**src/rtl/ddr_axi_arbiter.sv**
```systemverilog
// ddr_axi_arbiter
// Shares one DDR3 AXI user port between N_WR frame-writer channels and a
// single frame-reader channel. Runs one burst at a time. Reads win unless they
// have taken RD_STREAK grants in a row while a write is waiting. Writers are
// served round-robin.
//
// Ports
//   clk, rstn             DDR user clock, async active-low reset
//   wr_req/addr/len/data  per-writer request level, address, length-1, data
//   wr_grant/take/done    AW handshake pulse, W data-pop strobe, end pulse
//   rd_req/addr/len       reader request level, address, length-1
//   rd_grant              AR handshake pulse
//   rd_valid/last/data    returned read beat, registered
//   axi_aw*/w*/ar*/r*     controller-side AXI user port
//   busy                  high whenever a burst is in flight
module ddr_axi_arbiter #(
  parameter int unsigned N_WR      = 2,
  parameter int unsigned RD_STREAK = 4,
  parameter logic [3:0]  RD_ID     = 4'hF
) (
  input  logic                  clk,
  input  logic                  rstn,
  input  logic [N_WR-1:0]       wr_req,
  input  logic [N_WR*28-1:0]    wr_addr,
  input  logic [N_WR*4-1:0]     wr_len,
  input  logic [N_WR*256-1:0]   wr_data,
  output logic [N_WR-1:0]       wr_grant,
  output logic [N_WR-1:0]       wr_take,
  output logic [N_WR-1:0]       wr_done,
  input  logic                  rd_req,
  input  logic [27:0]           rd_addr,
  input  logic [3:0]            rd_len,
  output logic                  rd_grant,
  output logic                  rd_valid,
  output logic                  rd_last,
  output logic [255:0]          rd_data,
  output logic [27:0]           axi_awaddr,
  output logic                  axi_awuser_ap,
  output logic [3:0]            axi_awuser_id,
  output logic [3:0]            axi_awlen,
  output logic                  axi_awvalid,
  input  logic                  axi_awready,
  output logic [255:0]          axi_wdata,
  output logic [31:0]           axi_wstrb,
  input  logic                  axi_wready,
  input  logic                  axi_wusero_last,
  output logic [27:0]           axi_araddr,
  output logic                  axi_aruser_ap,
  output logic [3:0]            axi_aruser_id,
  output logic [3:0]            axi_arlen,
  output logic                  axi_arvalid,
  input  logic                  axi_arready,
  input  logic [255:0]          axi_rdata,
  input  logic [3:0]            axi_rid,
  input  logic                  axi_rlast,
  input  logic                  axi_rvalid,
  output logic                  busy
);

  localparam int unsigned IW = (N_WR > 1) ? $clog2(N_WR) : 1;
  localparam int unsigned SW = (RD_STREAK > 0) ? $clog2(RD_STREAK + 1) : 1;

  typedef enum logic [2:0] {IDLE, RD_ADDR, RD_DATA, WR_ADDR, WR_DATA} state_t;

  state_t          state, state_nx;
  logic [IW-1:0]   g_q, last_wr, pick, cand;
  logic            pick_ok, choose_rd;
  logic [SW-1:0]   streak;
  logic [27:0]     addr_q;
  logic [3:0]      len_q;
  logic [N_WR-1:0] wr_sel;
  logic            rid_unused;

  // Only one burst is ever outstanding, so the returned ID carries no information.
  assign rid_unused = ^axi_rid;

  // Round-robin search starting just after the last served writer.
  always_comb begin
    pick    = '0;
    pick_ok = 1'b0;
    cand    = '0;
    for (int unsigned i = 1; i <= N_WR; i++) begin
      cand = IW'((32'(last_wr) + i) % N_WR);
      if (!pick_ok && wr_req[cand]) begin
        pick    = cand;
        pick_ok = 1'b1;
      end
    end
  end

  assign choose_rd = rd_req && ((streak < SW'(RD_STREAK)) || (wr_req == '0));

  always_ff @(posedge clk or negedge rstn) begin
    if (!rstn) state <= IDLE;
    else       state <= state_nx;
  end

  always_comb begin
    state_nx = state;
    unique case (state)
      IDLE:    if (choose_rd)    state_nx = RD_ADDR;
               else if (pick_ok) state_nx = WR_ADDR;
      RD_ADDR: if (axi_arready)  state_nx = RD_DATA;
      RD_DATA: if (axi_rvalid && axi_rlast) state_nx = IDLE;
      WR_ADDR: if (axi_awready)  state_nx = WR_DATA;
      WR_DATA: if (axi_wready && axi_wusero_last) state_nx = IDLE;
      default: state_nx = IDLE;
    endcase
  end

  always_ff @(posedge clk or negedge rstn) begin
    if (!rstn) begin
      g_q      <= '0;
      last_wr  <= IW'(N_WR - 1);
      streak   <= '0;
      addr_q   <= '0;
      len_q    <= '0;
      wr_done  <= '0;
      rd_valid <= 1'b0;
      rd_last  <= 1'b0;
      rd_data  <= '0;
    end else begin
      wr_done  <= (state == WR_DATA && axi_wready && axi_wusero_last) ? wr_sel : '0;
      rd_valid <= (state == RD_DATA) && axi_rvalid;
      rd_last  <= (state == RD_DATA) && axi_rvalid && axi_rlast;
      if (state == RD_DATA && axi_rvalid) rd_data <= axi_rdata;

      if (state == IDLE) begin
        if (choose_rd) begin
          addr_q <= rd_addr;
          len_q  <= rd_len;
        end else if (pick_ok) begin
          addr_q <= wr_addr[pick*28 +: 28];
          len_q  <= wr_len[pick*4 +: 4];
          g_q    <= pick;
        end
      end

      if (state == RD_ADDR && axi_arready && streak < SW'(RD_STREAK))
        streak <= streak + SW'(1);
      if (state == WR_ADDR && axi_awready) begin
        last_wr <= g_q;
        streak  <= '0;
      end
    end
  end

  always_comb begin
    wr_sel        = N_WR'(1) << g_q;
    axi_awvalid   = (state == WR_ADDR);
    axi_arvalid   = (state == RD_ADDR);
    busy          = (state != IDLE);
    wr_grant      = (axi_awvalid && axi_awready) ? wr_sel : '0;
    rd_grant      = axi_arvalid && axi_arready;
    wr_take       = (state == WR_DATA && axi_wready) ? wr_sel : '0;
    // Gated so the data bus reads zero outside a write burst (and in reset).
    axi_wdata     = (state == WR_DATA) ? wr_data[g_q*256 +: 256] : '0;
    axi_wstrb     = '1;
    axi_awaddr    = addr_q;
    axi_awlen     = len_q;
    axi_awuser_ap = 1'b0;
    axi_awuser_id = 4'(g_q);
    axi_araddr    = addr_q;
    axi_arlen     = len_q;
    axi_aruser_ap = 1'b0;
    axi_aruser_id = RD_ID;
  end

endmodule

```
**config.mk**
```make
export PLATFORM = sky130hd
export DESIGN_NAME = ddr_axi_arbiter
export DESIGN_NICKNAME = d
export VERILOG_FILES = /design/src/rtl/ddr_axi_arbiter.sv
export SDC_FILE = /design/constraint.sdc
export NUM_CORES = 1
export LEC_CHECK = 0
export ABC_AREA = 1
export BUFFER_PORTS_ARGS = -buffer_cell sky130_fd_sc_hd__buf_4
export CAP_MARGIN = 20
export CORE_AREA = 2 2 583 585
export CTS_CLUSTER_DIAMETER = 200
export DETAILED_ROUTE_END_ITERATION = 8
export DIE_AREA = 0 0 585 587
export PLACE_DENSITY_LB_ADDON = 0.15
export SYNTH_ARGS = -nofsm -noshare
export SYNTH_HDL_FRONTEND = slang
export SYNTH_SLANG_ARGS = --single-unit
```
**constraint.sdc**
```tcl
create_clock -name clk -period 3.9 [get_ports clk]
set_input_delay 0.195 -clock clk [delete_from_list [all_inputs] [get_ports clk]]
set_output_delay 0.195 -clock clk [all_outputs]
set_load 0.02 [all_outputs]
```
==> results.md <==
* Status: complete, no violations
* CP Class: reg2out
* Crit. path cell count at 5
* End of the worst register-to-register path: axi_araddr[23]
* Clk buf depth at 3
* Reg2reg path depth at 9
* Total Wirelength at 230000 microns
* Synth top area cells: dfrtp_1 46%, nand2_1 33%, a21oi_1 7.5%, buf_4 4.6%, buf_2 2.8%
* Slew @ Worst Pin at 1.08 ns
* Count leader, synth: nand2_1
* Worst path max stage delay at 0.66 ns
* Max_cap viols at 0
* Crit-path slowest cell: dfrtp_4
* Core ar. at 338000 sq um
* Sw Share at 48.7%
* Register area share after synthesis at 45.8%
* Hold Path Class: in2reg
* Post-synthesis instance area at 16400 sq um
* Sequential share of power at 24.7%
* Comb pwr share at 55.6%
* Worst VDD drop at 0.318 mV
* Critical path endpoint: axi_wdata[109]
* CP Buf/Inv Count at 3
* Synth Area per Inst at 6.89 sq um
* Post-synth EDFFs at 0
* CP Launch Point: g_q
* Worst Path Required at 3.70 ns
* Total Die Area at 343000 sq um
* Largest net degree at the start of global routing at 158
* Pwr per Cell Area at 610 nW/um^2
* Die height at 587 microns
* Cts repair resizes at 0
* Sink Count at 300
* Setup slack, reg-to-reg at 1.18 ns
* Synth unique cells at 26
* Delay-heaviest family, CP: buffers and inverters
* Global-route wire length before repair at 281000 microns
* GP Congestion at 0.907
* Yosys top cell area share at 45.7%
* CTS buffer count at 46
* Layout area overhead at 127%
* Std cell rows at 214
* Post-synthesis register bit count at 300
* Top FF cell, synth: dfrtp_1
* DRT iter0 DRCs at 1035
* Clk_skew at 0.0289 ns
* P_sw at 11.1 mW
* Sum Neg Setup Slack at 0 ns
* Reg2reg start: last_wr
* Critical Path Most Common Cell: buf_4
* Clock root buffer master: clkbuf_16
* Final net count at 4942
* Crit Path Max Fanout at 130
* Final hold violation count at 0
* CTS H-tree lvls at 2
* P_int at 11.7 mW
* Final WS setup at 0.636 ns
* Max-slew headroom at 28.0%
* Average wire per standard cell at 26.5 microns
* Post-Syn Instances at 2376
* Placement Setup Slack at 1.19 ns
* Clock group share of total power at 19.7%
* Top post-synthesis cells by count: 1434 x nand2_1, 299 x dfrtp_1, 246 x a21oi_1
* Hpwl dp at 203000 microns
* Chip width at 585 microns
* Core Util, Final at 11.0%
* Via/cell ratio at 2.72
* Slew Viols, Final at 0
* Async S/R FF share, synth at 100%
* Post-DRT Antenna Nets at 0
* Leakage Power at 17.9 nW
* Port buffer count at 1463
* I/O pins at 1509
* CTS clk-pin slew, worst paths at 0.06 ns
* Initial Util at 4.85%
* Antenna violations before repair at 222
* Ratio of cells with drive above 1 in the final layout at 40.4%
* Final Cycle Share at 83.7%
* Number of setup violations in the final report at 0
* Largest area contributor in the netlist: dfrtp_1
* Via count at 23700
* DRC at 0
* RSZ-0062 raised after global routing: no
* Element type at the critical path start: register
* TritonRoute pass-1 iters at 5
* Ys Warns at 0
* Critical path, cell by cell: inv_8, buf_4, nand2_1, a21oi_1, buf_4
* Crit. End Element: output pin
* Clock latency at the later pin of the worst-skew pair at 0.66 ns
* Gr usage total at 12.9%
* Congestion Overflow GR at 0
* CTS tree: done
* WP data arrival at 3.07 ns
* Vias in the first global route at 24500
* Crit path time final at 3.26 ns
* Fmax at 306 MHz
## worst min-delay path by stage
stage	start	to	slack, ns	cells after the start
detailed placement	rstn	rd_data[53]	0.30	1
global route	wr_addr[44]	axi_araddr[16]	0.09	6
floorplan	rstn	axi_araddr[0]	-0.10	0
CTS	wr_addr[39]	axi_araddr[11]	0.02	5
global placement	rstn	rd_data[34]	0.32	1
finish	wr_req[1]	state[1]	0.10	7
## routing by layer
| layer | vias to the layer above | track usage, % | share of wire, % |
|---|---|---|---|
| li1 | 10700 | - | - |
| met1 | 11100 | 11.7 | 32 |
| met2 | 1327 | 23.8 | 51 |
| met3 | 441 | 7.19 | 12 |
| met4 | 68 | 4.24 | 3.9 |
| met5 | - | 0 | 0.19 |
## placed cells by master, fill, tap and decap left out, types with 14 or more instances in the layout
| cell | Yosys | final |
|---|---|---|
| buf_4 | 100 | 1508 |
| nand2_1 | 1434 | 1433 |
| dlygate4sd3_1 | 0 | 317 |
| dfrtp_1 | 299 | 298 |
| a21oi_1 | 246 | 246 |
| nand3_1 | 73 | 73 |
| diode_2 | 0 | 59 |
| clkbuf_16 | 0 | 46 |
| conb_1 | 2 | 41 |
| or2_2 | 32 | 32 |
| clkbuf_8 | 0 | 14 |
## final cells by class
class | count | area [sq um]
Clock inverter | 22 | 241
Antenna cell | 59 | 148
Clock buffer | 63 | 1360
Timing Repair Buffer | 1833 | 14600
Tap cell | 4536 | 5680
Sequential cell | 300 | 7510
Fill cell | 39900 | 301000
Inverter | 18 | 90.1
Multi-Input combinational cell | 1863 | 7590
## sequential cells by signal, summed over array words and instances, names as in the netlist, 2 cells and up
name and cells:
streak 3, axi_araddr 28, state 3, wr_done 2, axi_arlen 4, rd_data 256
## cell families after synthesis
| kind of cell | Yosys count | share of synthesized area [%] |
|---|---|---|
| flip-flops | 300 | 45.8 |
| other | 2 | 0.0458 |
| buffers and inverters | 252 | 8.78 |
| adder cells (fa/ha/maj) | 1 | 0.0764 |
| AO/OA/AOI/OAI | 263 | 8.31 |
| AND/OR/NAND/NOR | 1558 | 37.0 |
## power groups by stage
stage	clock (mW)	combinational, mW	sequential [mW]
floorplan	0	4.56	7.01
global placement	0	12.8	5.67
detailed placement	0	12.7	5.67
CTS	4.74	13.1	5.68
global route	4.81	13.9	5.84
finish	4.47	12.6	5.61
## worst min-delay path, cell delays in order
cell and delay, ns:
buf_4 0.12, nor2_1 0.07, nand2_1 0.06, nor2_1 0.04
nor2_1 0.09, nand3_1 0.07, nand2_1 0.06
## through the flow
step	hold WS [ns]	instances	power, mW	area (sq um)
after floorplan	-0.101	2415	11.6	16500
after global placement	0.318	8233	18.5	32300
after detailed placement	0.298	8233	18.4	32300
after CTS	0.0185	8635	23.6	37100
after global routing	0.0915	8669	24.5	37200
final	0.102	8694	22.7	37300
## what timing repair did
item                      4_1_cts  5_1_grt
hold endpoints to repair      353        0
hold buffers                  317        0
setup buffers                   0        0
No activity file was read; power rests on OpenSTA's default activity.
